`config.mk`:
```
export PLATFORM = sky130hd
export DESIGN_NAME = instr_fetch_unit
export DESIGN_NICKNAME = d
export VERILOG_FILES = /design/src/rtl/instr_fetch_unit.sv
export SDC_FILE = /design/constraint.sdc
export NUM_CORES = 1
export LEC_CHECK = 0
export ABC_CLOCK_PERIOD_IN_PS = 4430
export CAP_MARGIN = 20
export CORE_ASPECT_RATIO = 1.4
export CORE_UTILIZATION = 34
export CTS_CLUSTER_SIZE = 14
export DETAILED_ROUTE_END_ITERATION = 6
export PLACE_DENSITY = 0.61
export REMOVE_ABC_BUFFERS = 1
export SETUP_SLACK_MARGIN = 0.4
export SLEW_MARGIN = 20
export SYNTH_ARGS = -nofsm -noshare
export SYNTH_HDL_FRONTEND = slang
export SYNTH_SLANG_ARGS = --single-unit
```
`constraint.sdc`:
```
create_clock -name clk -period 4.43 [get_ports clk]
set_input_delay 0.886 -clock clk [delete_from_list [all_inputs] [get_ports clk]]
set_output_delay 0.886 -clock clk [all_outputs]
set_load 0.03 [all_outputs]
```
`src/rtl/instr_fetch_unit.sv`:
```
// Instruction fetch stage: owns the PC, addresses the instruction ROM and buffers up to two
// {pc, instr} pairs for decode. Optional misaligned-redirect fault: define FETCH_MISALIGN_EN.
module instr_fetch_unit #(
  parameter int                  ADDR_BITS = 4,
  parameter int                  PC_BITS   = 32,
  parameter logic [PC_BITS-1:0]  RESET_PC  = '0
) (
  input  logic                 clk,
  input  logic                 rst,
  output logic [ADDR_BITS-1:0] rom_addr,
  input  logic [31:0]          rom_data,
  input  logic                 redirect_valid,
  input  logic [PC_BITS-1:0]   redirect_pc,
  output logic                 out_valid,
  input  logic                 out_ready,
  output logic [31:0]          out_instr,
  output logic [PC_BITS-1:0]   out_pc,
  output logic                 fetch_fault
);

  localparam logic [31:0] NOP = 32'h0000_0013;

  typedef struct packed {
    logic [PC_BITS-1:0] pc;
    logic [31:0]        instr;
  } fetch_ent_t;

  typedef enum logic {
    RUN   = 1'b0,
    FAULT = 1'b1
  } state_t;

  state_t             state_q, state_d;
  logic [PC_BITS-1:0] pc_q, pc_d;
  logic [1:0]         count_q, count_d;
  fetch_ent_t         ent_q [2];
  fetch_ent_t         ent_d [2];
  fetch_ent_t         new_ent;
  logic [1:0]         slot;
  logic               push, pop;
  logic [PC_BITS-1:0] redir_pc_al;

  assign rom_addr    = pc_q[ADDR_BITS+1:2];
  assign out_valid   = (count_q != 2'd0);
  assign pop         = out_valid & out_ready;
  assign push        = (state_q == RUN) & ~redirect_valid & ((count_q < 2'd2) | pop);
  assign redir_pc_al = {redirect_pc[PC_BITS-1:2], 2'b00};

  // Head is always ent_q[0]; a push lands in the first free slot after any pop.
  always_comb begin
    state_d      = state_q;
    pc_d         = pc_q;
    count_d      = count_q;
    ent_d        = ent_q;
    new_ent.pc    = pc_q;
    new_ent.instr = rom_data;
    slot         = count_q - {1'b0, pop};
    if (redirect_valid) begin
      count_d = 2'd0;
      pc_d    = redir_pc_al;
      state_d = RUN;
`ifdef FETCH_MISALIGN_EN
      if (redirect_pc[1:0] != 2'b00) begin
        state_d = FAULT;
        pc_d    = pc_q;
      end
`endif
    end else begin
      if (pop)
        ent_d[0] = ent_q[1];
      if (push) begin
        pc_d = pc_q + PC_BITS'(4);
        if (slot == 2'd0)
          ent_d[0] = new_ent;
        else
          ent_d[1] = new_ent;
      end
      count_d = count_q + {1'b0, push} - {1'b0, pop};
    end
  end

  always_ff @(posedge clk) begin
    if (rst) begin
      state_q <= RUN;
      pc_q    <= RESET_PC;
      count_q <= 2'd0;
      for (int i = 0; i < 2; i++)
        ent_q[i] <= '0;
    end else begin
      state_q <= state_d;
      pc_q    <= pc_d;
      count_q <= count_d;
      for (int i = 0; i < 2; i++)
        ent_q[i] <= ent_d[i];
    end
  end

  assign out_instr = out_valid ? ent_q[0].instr : NOP;
  assign out_pc    = out_valid ? ent_q[0].pc    : '0;

`ifdef FETCH_MISALIGN_EN
  assign fetch_fault = (state_q == FAULT);
`else
  // Low redirect bits are dropped when the fault feature is off.
  logic unused_lowbits;
  assign unused_lowbits = ^redirect_pc[1:0];
  assign fetch_fault    = 1'b0;
`endif

endmodule

```
# [After elaboration in Yosys (flattened, before gate mapping)]
# Cells that the tools add are included.
[word_totals] register_bits=162 out_inout_bits=70
[op_classes] add_sub_neg=4 order_cmp=1 n_mux=8 bitwise=5 reduce_logical=5
[ops] op="64-bit 2-to-1 mux" count=3
[ops] op="128-bit 2-to-1 mux" count=1
[ops] op="32-bit 2-to-1 mux" count=4
[ops] op="32-bit by 3-bit adder with 32-bit output (second input constant)" count=1
[ops] op="2-bit nonzero test" count=2
[ops] op="2-bit by 1-bit subtractor with 2-bit output" count=2
[ops] op="3-bit AND reduction" count=1
[ops] op="2-bit by 1-bit adder with 2-bit output" count=1
[ops] op="1-bit AND" count=2
[ops] op="2-bit logical NOT" count=1
[ops] op="2-bit less-than comparator (second input constant)" count=1
[ops] op="1-bit NOT" count=2
[ops] op="2-bit OR reduction" count=1
[ops] op="1-bit bitwise OR" count=1

# [Depth between registers and ports, before layout]
# Gate-level depths: netlist of run 1.
[logic_depth] word_depth=6 depth_mapped=10 depth_no_buf=8

# [Worst setup path after synthesis of run 1]
# OpenSTA, ideal clock, no wires.
[synth_path] path_type="input to register" startpoint="input redirect_valid" endpoint="register count_q[1]" setup_ns=0.131 arrival_ns=2.404 t_required_ns=4.299 path_slack_ns=1.895 stages=10 n_path_buf=2 cell_sequence="clkinv_1 > clkbuf_1 > buf_1 > nand2_1 > ha_1 > inv_1 > ha_1 > xor2_1 > xnor2_1 > nor3_1"
[synth_between] elab_chain_len=4
[synth_lines] item="from (decl)" line_no="12" rtl="input logic redirect_valid,"
[synth_lines] item="1-bit NOT (no line)"
[synth_lines] item="1-bit AND" line_no="46" rtl="assign push = (state_q == RUN) & ~redirect_valid & ((count_q < 2'd2) | pop);"
[synth_lines] item="2-bit by 1-bit adder with 2-bit output" line_no="78" rtl="count_d = count_q + {1'b0, push} - {1'b0, pop};"
[synth_lines] item="2-bit by 1-bit subtractor with 2-bit output" line_no="78"
[synth_lines] item="to (signal assigned)" line_no="92" rtl="count_q <= count_d;"
[synth_lines] item="to (decl)" line_no="35" rtl="logic [1:0] count_q, count_d;"
# Several ways; a longest one is shown, not always the timed one.
# A chain may end at the register's enable or synchronous reset.

# [Worst setup path in the final report of run 1]
[layout_path] startpoint="register count_q[1]" endpoint="output out_pc[14]"
[layout_between] elab_chain_len=2
[layout_lines] item="2-bit nonzero test" line_no="44" rtl="assign out_valid = (count_q != 2'd0);"
[layout_lines] item="32-bit 2-to-1 mux" line_no="99" rtl="assign out_pc = out_valid ? ent_q[0].pc : '0;"
[layout_lines] item="to (decl)" line_no="17" rtl="output logic [PC_BITS-1:0] out_pc,"
# Every way passes these cells.

==> flow_metrics.py, run 1 <==
metrics = {
    "outcome": {
        "outcome": "finished clean",
    },
    "clocking": {
        "htree_num_levels": 4,
        "clock_path_buffers": 2,
        "post_cts_resized": 0,
        "numCtsBuffers": 17,
        "post_cts_buffers": 0,
        "cts.reportedPaths.clkPinSlew_ns": 0.06,
        "clockRootBuffer": "clkbuf_16",
        "cts_sinks": 158,
        "cts_hold_buf": 0,
        "insertion_delay_ns": 0.42,
        "cts_tree": "yes",
    },
    "global_route": {
        "grt_pass1_wl_um": 30820,
        "grt_usage": 0.1866,
        "antenna_found_initial": 0,
        "grt_pass1_vias": 5979,
        "grt_start_max_net_pins": 83,
        "grt_overflow": 0,
    },
    "critical_path": {
        "endpoint_kind": "primary output",
        "worstPathArrival_ns": 2.76,
        "reg2reg_slack_ns": 2.22,
        "cp-start-kind": "flip-flop",
        "reg2reg_depth": 5,
        "critPathMaxFanout": 55,
        "r2r-end": "pc_q[28]",
        "worst_ep_required_time_ns": 3.54,
        "critPathKind": "reg -> out",
        "reg2reg_from": "pc_q[7]",
    },
    "power_and_ir_drop": {
        "leakagePower_nw": 3.200,
        "powerDensity_mw_per_mm2": 380.2,
        "ir_drop_uv": 257.0,
    },
    "cells_and_area": {
        "multi_input_area_mm2": 0.003556,
        "drive_above_1_share": 0.05737,
        "diodes": 0,
        "final_nets": 1070,
        "seqCellArea_mm2": 0.003163,
        "final_util": 0.4547,
        "final_cell_count_no_fill": 1263,
        "areaGrowthSynthToFinish_pct": 29.65,
        "nFillCells": 2031,
    },
    "worst_hold_path": {
        "min_to": "ent_q[25]",
        "min_path_cells": 2,
        "holdCritPathClass": "reg -> reg",
        "min_from": "ent_q[25]",
    },
    "yosys": {
        "synth_edf_count": 0,
        "synth-seq-area-share": 0.4493,
        "ys.flop_type": "dfxtp_1",
        "yosysTopAreaCell": "dfxtp_1",
        "yosysUniqueCellTypes": 40,
        "synthTopCellsByArea": "dfxtp_1 45%, nand2_1 9.7%, a21oi_1 6.5%",
        "syn_area_mm2": 0.007039,
        "async_reset_ff_frac": 0,
        "synth_cells": 917,
        "avgSynthCellArea_um2": 7.676,
        "yosys_warnings": 0,
        "ys_ff_latch": 158,
        "synth_top_area_share": 0.4493,
    },
    "die": {
        "boundaryPins": 138,
        "rows": 61,
        "start_util": 0.3507,
        "die_y_um": 172.3,
        "core_mm2": 0.02007,
        "dieArea_mm2": 0.02129,
        "die_x_um": 123.6,
    },
    "routing": {
        "firstDrtPassIters": 5,
        "ant_nets": 0,
        "vias": 6445,
        "drc": 0,
        "routed_wl_um": 19110,
        "via_per_inst": 5.103,
        "avgRoutedWirePerCell_um": 15.13,
        "drt_iter0_markers": 338,
    },
    "timing": {
        "final.setup_skew_ns": 0.01083,
        "slew_headroom": 0.3527,
        "min_period_ns": 3.644,
        "rsz0062_at_grt": "false",
        "finalMaxSlewViolations": 0,
        "tightestPinTransition_ns": 0.9709,
        "fin_crit_sh": 0.8225,
        "timing.fmax_mhz": 274.5,
        "finalSetupViolations": 0,
        "tns_ns": 0,
        "hold_viol": 0,
    },
    "place": {
        "port_buffers": 134,
        "gp_congestion": 0.7452,
        "dp_hpwl_um": 11550,
        "dp.cells": 1231,
    },
    "job": {
        "drv_cap": 0,
    },
}
## cells in the final DEF (no fill, tap or decap), types with 3 or more instances in the layout
master | netlist | final
a211oi_1 | 18 | 18
a21oi_1 | 91 | 90
and2_1 | 63 | 63
and3_1 | 6 | 6
buf_12 | 0 | 4
buf_4 | 5 | 8
clkbuf_16 | 0 | 17
clkbuf_8 | 0 | 4
clkdlybuf4s50_1 | 0 | 132
clkinv_2 | 0 | 3
dfxtp_1 | 158 | 158
ha_1 | 3 | 3
inv_1 | 8 | 8
mux2i_1 | 3 | 3
nand2_1 | 182 | 182
nand2b_1 | 4 | 4
nand3_1 | 52 | 51
nand4_1 | 10 | 10
nor2_1 | 69 | 68
nor2b_1 | 3 | 3
nor3_1 | 46 | 46
nor3b_1 | 4 | 4
nor4_1 | 4 | 4
o211ai_1 | 20 | 20
o22ai_1 | 42 | 42
xnor2_1 | 14 | 14
xor2_1 | 14 | 14
## cell usage after synthesis (3+ instances only)
library cell	count
and3_1	6
mux2i_1	3
dfxtp_1	158
nor2b_1	3
clkbuf_1	73
ha_1	3
nor3b_1	4
nand2_1	182
a21oi_1	91
buf_1	4
buf_4	5
nor2_1	69
and2_1	63
inv_1	8
nand2b_1	4
xnor2_1	14
nor3_1	46
o211ai_1	20
o22ai_1	42
nor4_1	4
nand4_1	10
a211oi_1	18
nand3_1	52
xor2_1	14
## area by class of cell
class / count / area share
clock buffers: 22 / 0.05306
inverters: 9 / 0.003702
repair buffers: 145 / 0.1607
multi-input cells: 668 / 0.3896
flip-flops and latches: 158 / 0.3466
clock inverters: 9 / 0.01179
well taps: 252 / 0.03455
## power by group
group	internal, mW	switching, mW
Sequential	1.50	0.0581
Combinational	0.192	0.258
Clock	0.888	0.577
## metal layers
metal  vias up  track usage  wire [um]
met5         -            0          0
met1      2982       0.2308       8450
li1       3273            -          -
met2       168       0.3174       9511
met3        22      0.03430        836
met4         0      0.07072        313
## cells by family (layout without fill, tap and decap cells)
kind of cell | after synthesis | after routing | synth area share
other | 1 | 1 | 0.0005327
AOI/OAI and AO/OA | 179 | 179 | 0.1518
muxes | 3 | 3 | 0.004266
buffers and inverters | 91 | 185 | 0.05119
DFF | 158 | 158 | 0.4493
xor gates and xnor gates | 28 | 28 | 0.03484
and+or+nand+nor | 454 | 454 | 0.3027
adders and majority gates | 3 | 3 | 0.005333
## worst max-delay path: stages, from the launching register on
cell and delay (ns):
dfxtp_1 0.53, or2_2 0.58, buf_12 0.32, and2_1 0.20, clkdlybuf4s50_1 0.68
## per-stage QoR
| stage | hold WS (ns) | total power [mW] | worst slack, ns | area, um2 |
|---|---|---|---|---|
| 2_1_floorplan | 0.4304 | 1.816 | 0.8827 | 6713 |
| 3_3_place_gp | 0.4410 | 2.035 | 1.087 | 8507 |
| 3_5_place_dp | 0.4467 | 2.041 | 1.089 | 8507 |
| 4_1_cts | 0.4551 | 3.520 | 0.7484 | 9099 |
| 5_1_grt | 0.4704 | 3.640 | 0.6018 | 9126 |
| 6_report | 0.4531 | 3.469 | 0.7864 | 9126 |
## flip-flops by register name, summed over array words and instances, names as in the netlist
| register | count |
|---|---|
| count_q | 2 |
| ent_q | 126 |
| pc_q | 30 |
## how the worst max path moves through the flow
stage | to | from | cells past startpoint
floorplan | ent_q[100] | redirect_valid | 4
global placement | ent_q[30] | out_ready | 7
detailed placement | ent_q[49] | out_ready | 7
CTS | out_pc[14] | count_q[1] | 4
global route | out_pc[18] | count_q[1] | 4
finish | out_pc[14] | count_q[1] | 4
Note: power is estimated with default switching activity, not from simulation.
==> run 2: changes to the inputs <==
Settings changed: ABC_CLOCK_PERIOD_IN_PS 4430 to 3500.
Clock period 4.43 ns to 3.5 ns, I/O delays scaled along.
==> run 2 against run 1 <==
Net effect:
- non-clock buffer count grew 6
- combinational power increased by 30%
- sequential share of layout area shrank 0.72 points
- die area is the same
- critical endpoint is now out_pc[31]
- largest power group is now the clock network
==> flow_metrics.py, run 2 (same netlist as run 1, synthesis figures left out) <==
metrics = {
    "global_route": {
        "grt_overflow": 0,
        "grt_usage": 0.1869,
        "grt_start_max_net_pins": 83,
        "antenna_found_initial": 0,
        "grt_pass1_vias": 5976,
        "grt_pass1_wl_um": 30990,
    },
    "timing": {
        "final.setup_skew_ns": 0.008019,
        "fin_crit_sh": 0.8312,
        "finalSetupViolations": 0,
        "hold_viol": 0,
        "slew_headroom": 0.3535,
        "min_period_ns": 2.909,
        "timing.fmax_mhz": 343.8,
        "fin_ws_ns": 0.5910,
        "finalMaxSlewViolations": 0,
        "tns_ns": 0,
        "rsz0062_at_grt": "false",
        "tightestPinTransition_ns": 0.9697,
    },
    "clocking": {
        "numCtsBuffers": 17,
        "cts.reportedPaths.clkPinSlew_ns": 0.06,
        "cts_tree": "yes",
        "post_cts_buffers": 0,
        "clockRootBuffer": "clkbuf_16",
        "cts_hold_buf": 0,
        "insertion_delay_ns": 0.41,
        "htree_num_levels": 4,
        "cts_sinks": 158,
        "clock_path_buffers": 2,
    },
    "critical_path": {
        "cp_cell_sequence": "or2_4 > buf_12 > and2_1 > clkdlybuf4s50_1",
        "worst_ep_required_time_ns": 2.80,
        "cp-start-kind": "flip-flop",
        "path_depth": 4,
        "critical-path-max-stage-delay_ns": 0.67,
        "critPathMaxFanout": 33,
        "endpoint_kind": "primary output",
        "critPathKind": "reg -> out",
        "worstSetupStartpoint": "count_q[0]",
        "r2r-end": "pc_q[28]",
        "critPathSlowestCell": "clkdlybuf4s50_1",
        "cp.buffers_inverters": 2,
        "reg2reg_from": "pc_q[7]",
        "reg2reg_depth": 5,
        "worstPathArrival_ns": 2.21,
        "cp-endpoint": "out_pc[31]",
        "crit_family": "buffers and inverters",
        "reg2reg_slack_ns": 1.26,
    },
    "routing": {
        "ant_nets": 0,
        "avgRoutedWirePerCell_um": 15.36,
        "top_layer": "met4",
        "routed_wl_um": 19490,
        "drc": 0,
        "drt_iter0_markers": 449,
        "via_per_inst": 5.079,
        "route.met2.wl_um": 9748,
        "met1_length_um": 8689,
        "vias": 6445,
        "wl_met3_um": 777,
        "firstDrtPassIters": 6,
    },
    "power_and_ir_drop": {
        "leakagePower_nw": 3.293,
        "ir_drop_uv": 317.5,
        "powerDensity_mw_per_mm2": 493.5,
    },
    "die": {
        "start_util": 0.3507,
        "rows": 61,
        "boundaryPins": 138,
        "dieArea_mm2": 0.02129,
        "core_mm2": 0.02007,
        "die_x_um": 123.6,
        "die_y_um": 172.3,
    },
    "place": {
        "dp.cells": 1237,
        "port_buffers": 134,
        "pre_cts_ws_ns": 0.4748,
        "dp_hpwl_um": 11900,
        "gp_congestion": 0.7600,
    },
    "cells_and_area": {
        "final_nets": 1077,
        "final_cell_count_no_fill": 1269,
        "layout_common_cells": "182 x nand2_1, 157 x dfxtp_1, 127 x clkdlybuf4s50_1",
        "areaGrowthSynthToFinish_pct": 32.44,
        "final_common_cell": "nand2_1",
        "largest_register": "ent_q",
        "drive_above_1_share": 0.06981,
        "diodes": 0,
        "largestRegisters": "ent_q (126), pc_q (30), count_q (2)",
        "largest_reg_flops": 126,
    },
    "job": {
        "drv_cap": 0,
    },
    "worst_hold_path": {
        "holdCritPathClass": "reg -> reg",
    },
    "outcome": {
        "outcome": "finished clean",
    },
}
[run 2: how the worst min path moves through the flow]
stage,startpoint,endpoint,slack (ns),depth (start not counted)
2_1_floorplan,ent_q[0],ent_q[0],0.43,2
3_3_place_gp,ent_q[48],ent_q[48],0.44,2
3_5_place_dp,ent_q[23],ent_q[23],0.45,2
4_1_cts,ent_q[60],ent_q[60],0.46,2
5_1_grt,ent_q[43],ent_q[43],0.47,2
6_report,ent_q[31],ent_q[31],0.46,2
[run 2: cell type report]
cell class                 instances  area [um2]
fill                            2052       10750
multi-input combinational        669        3557
sequential                       158        3164
timing repair buffer             151        1599
clock buffer                      20       466.7
tap                              252       315.3
clock inverter                    10       186.4
inverter                           9       33.78
[run 2: where the power goes]
| part | internal, mW | switching [mW] |
|---|---|---|
| clock network | 1.32 | 0.730 |
| registers | 1.89 | 0.0751 |
| logic | 0.257 | 0.330 |
| total | 3.47 | 1.13 |
[run 2: worst min-delay path, cell delays in order, from the launching register on]
cell     delay [ns]
dfxtp_1        0.31
nand2_1        0.05
a21oi_1        0.05
[run 2: timing repair]
item                                    4_1_cts  5_1_grt
cloned                                        0        1
endpoints found under the setup margin       42       42
resized for setup                             1        1
pin swaps                                     0        1
hold endpoints to repair                      0        0
[run 2: through the flow]
step / power [mW] / cell area [um2] / hold WS, ns / util
2_1_floorplan: 2.298 / 6713 / 0.4304 / -
3_3_place_gp: 2.588 / 8640 / 0.4413 / 0.4304
3_5_place_dp: 2.595 / 8640 / 0.4467 / 0.4304
4_1_cts: 4.646 / 9295 / 0.4557 / 0.4631
5_1_grt: 4.802 / 9323 / 0.4701 / 0.4644
6_report: 4.601 / 9323 / 0.4550 / 0.4644
[run 2: routing by layer]
| metal | vias up | global-route usage |
|---|---|---|
| li1 | 3290 | - |
| met5 | - | 0 |
| met4 | 0 | 0.06234 |
| met2 | 155 | 0.3215 |
| met3 | 18 | 0.03001 |
| met1 | 2982 | 0.2340 |
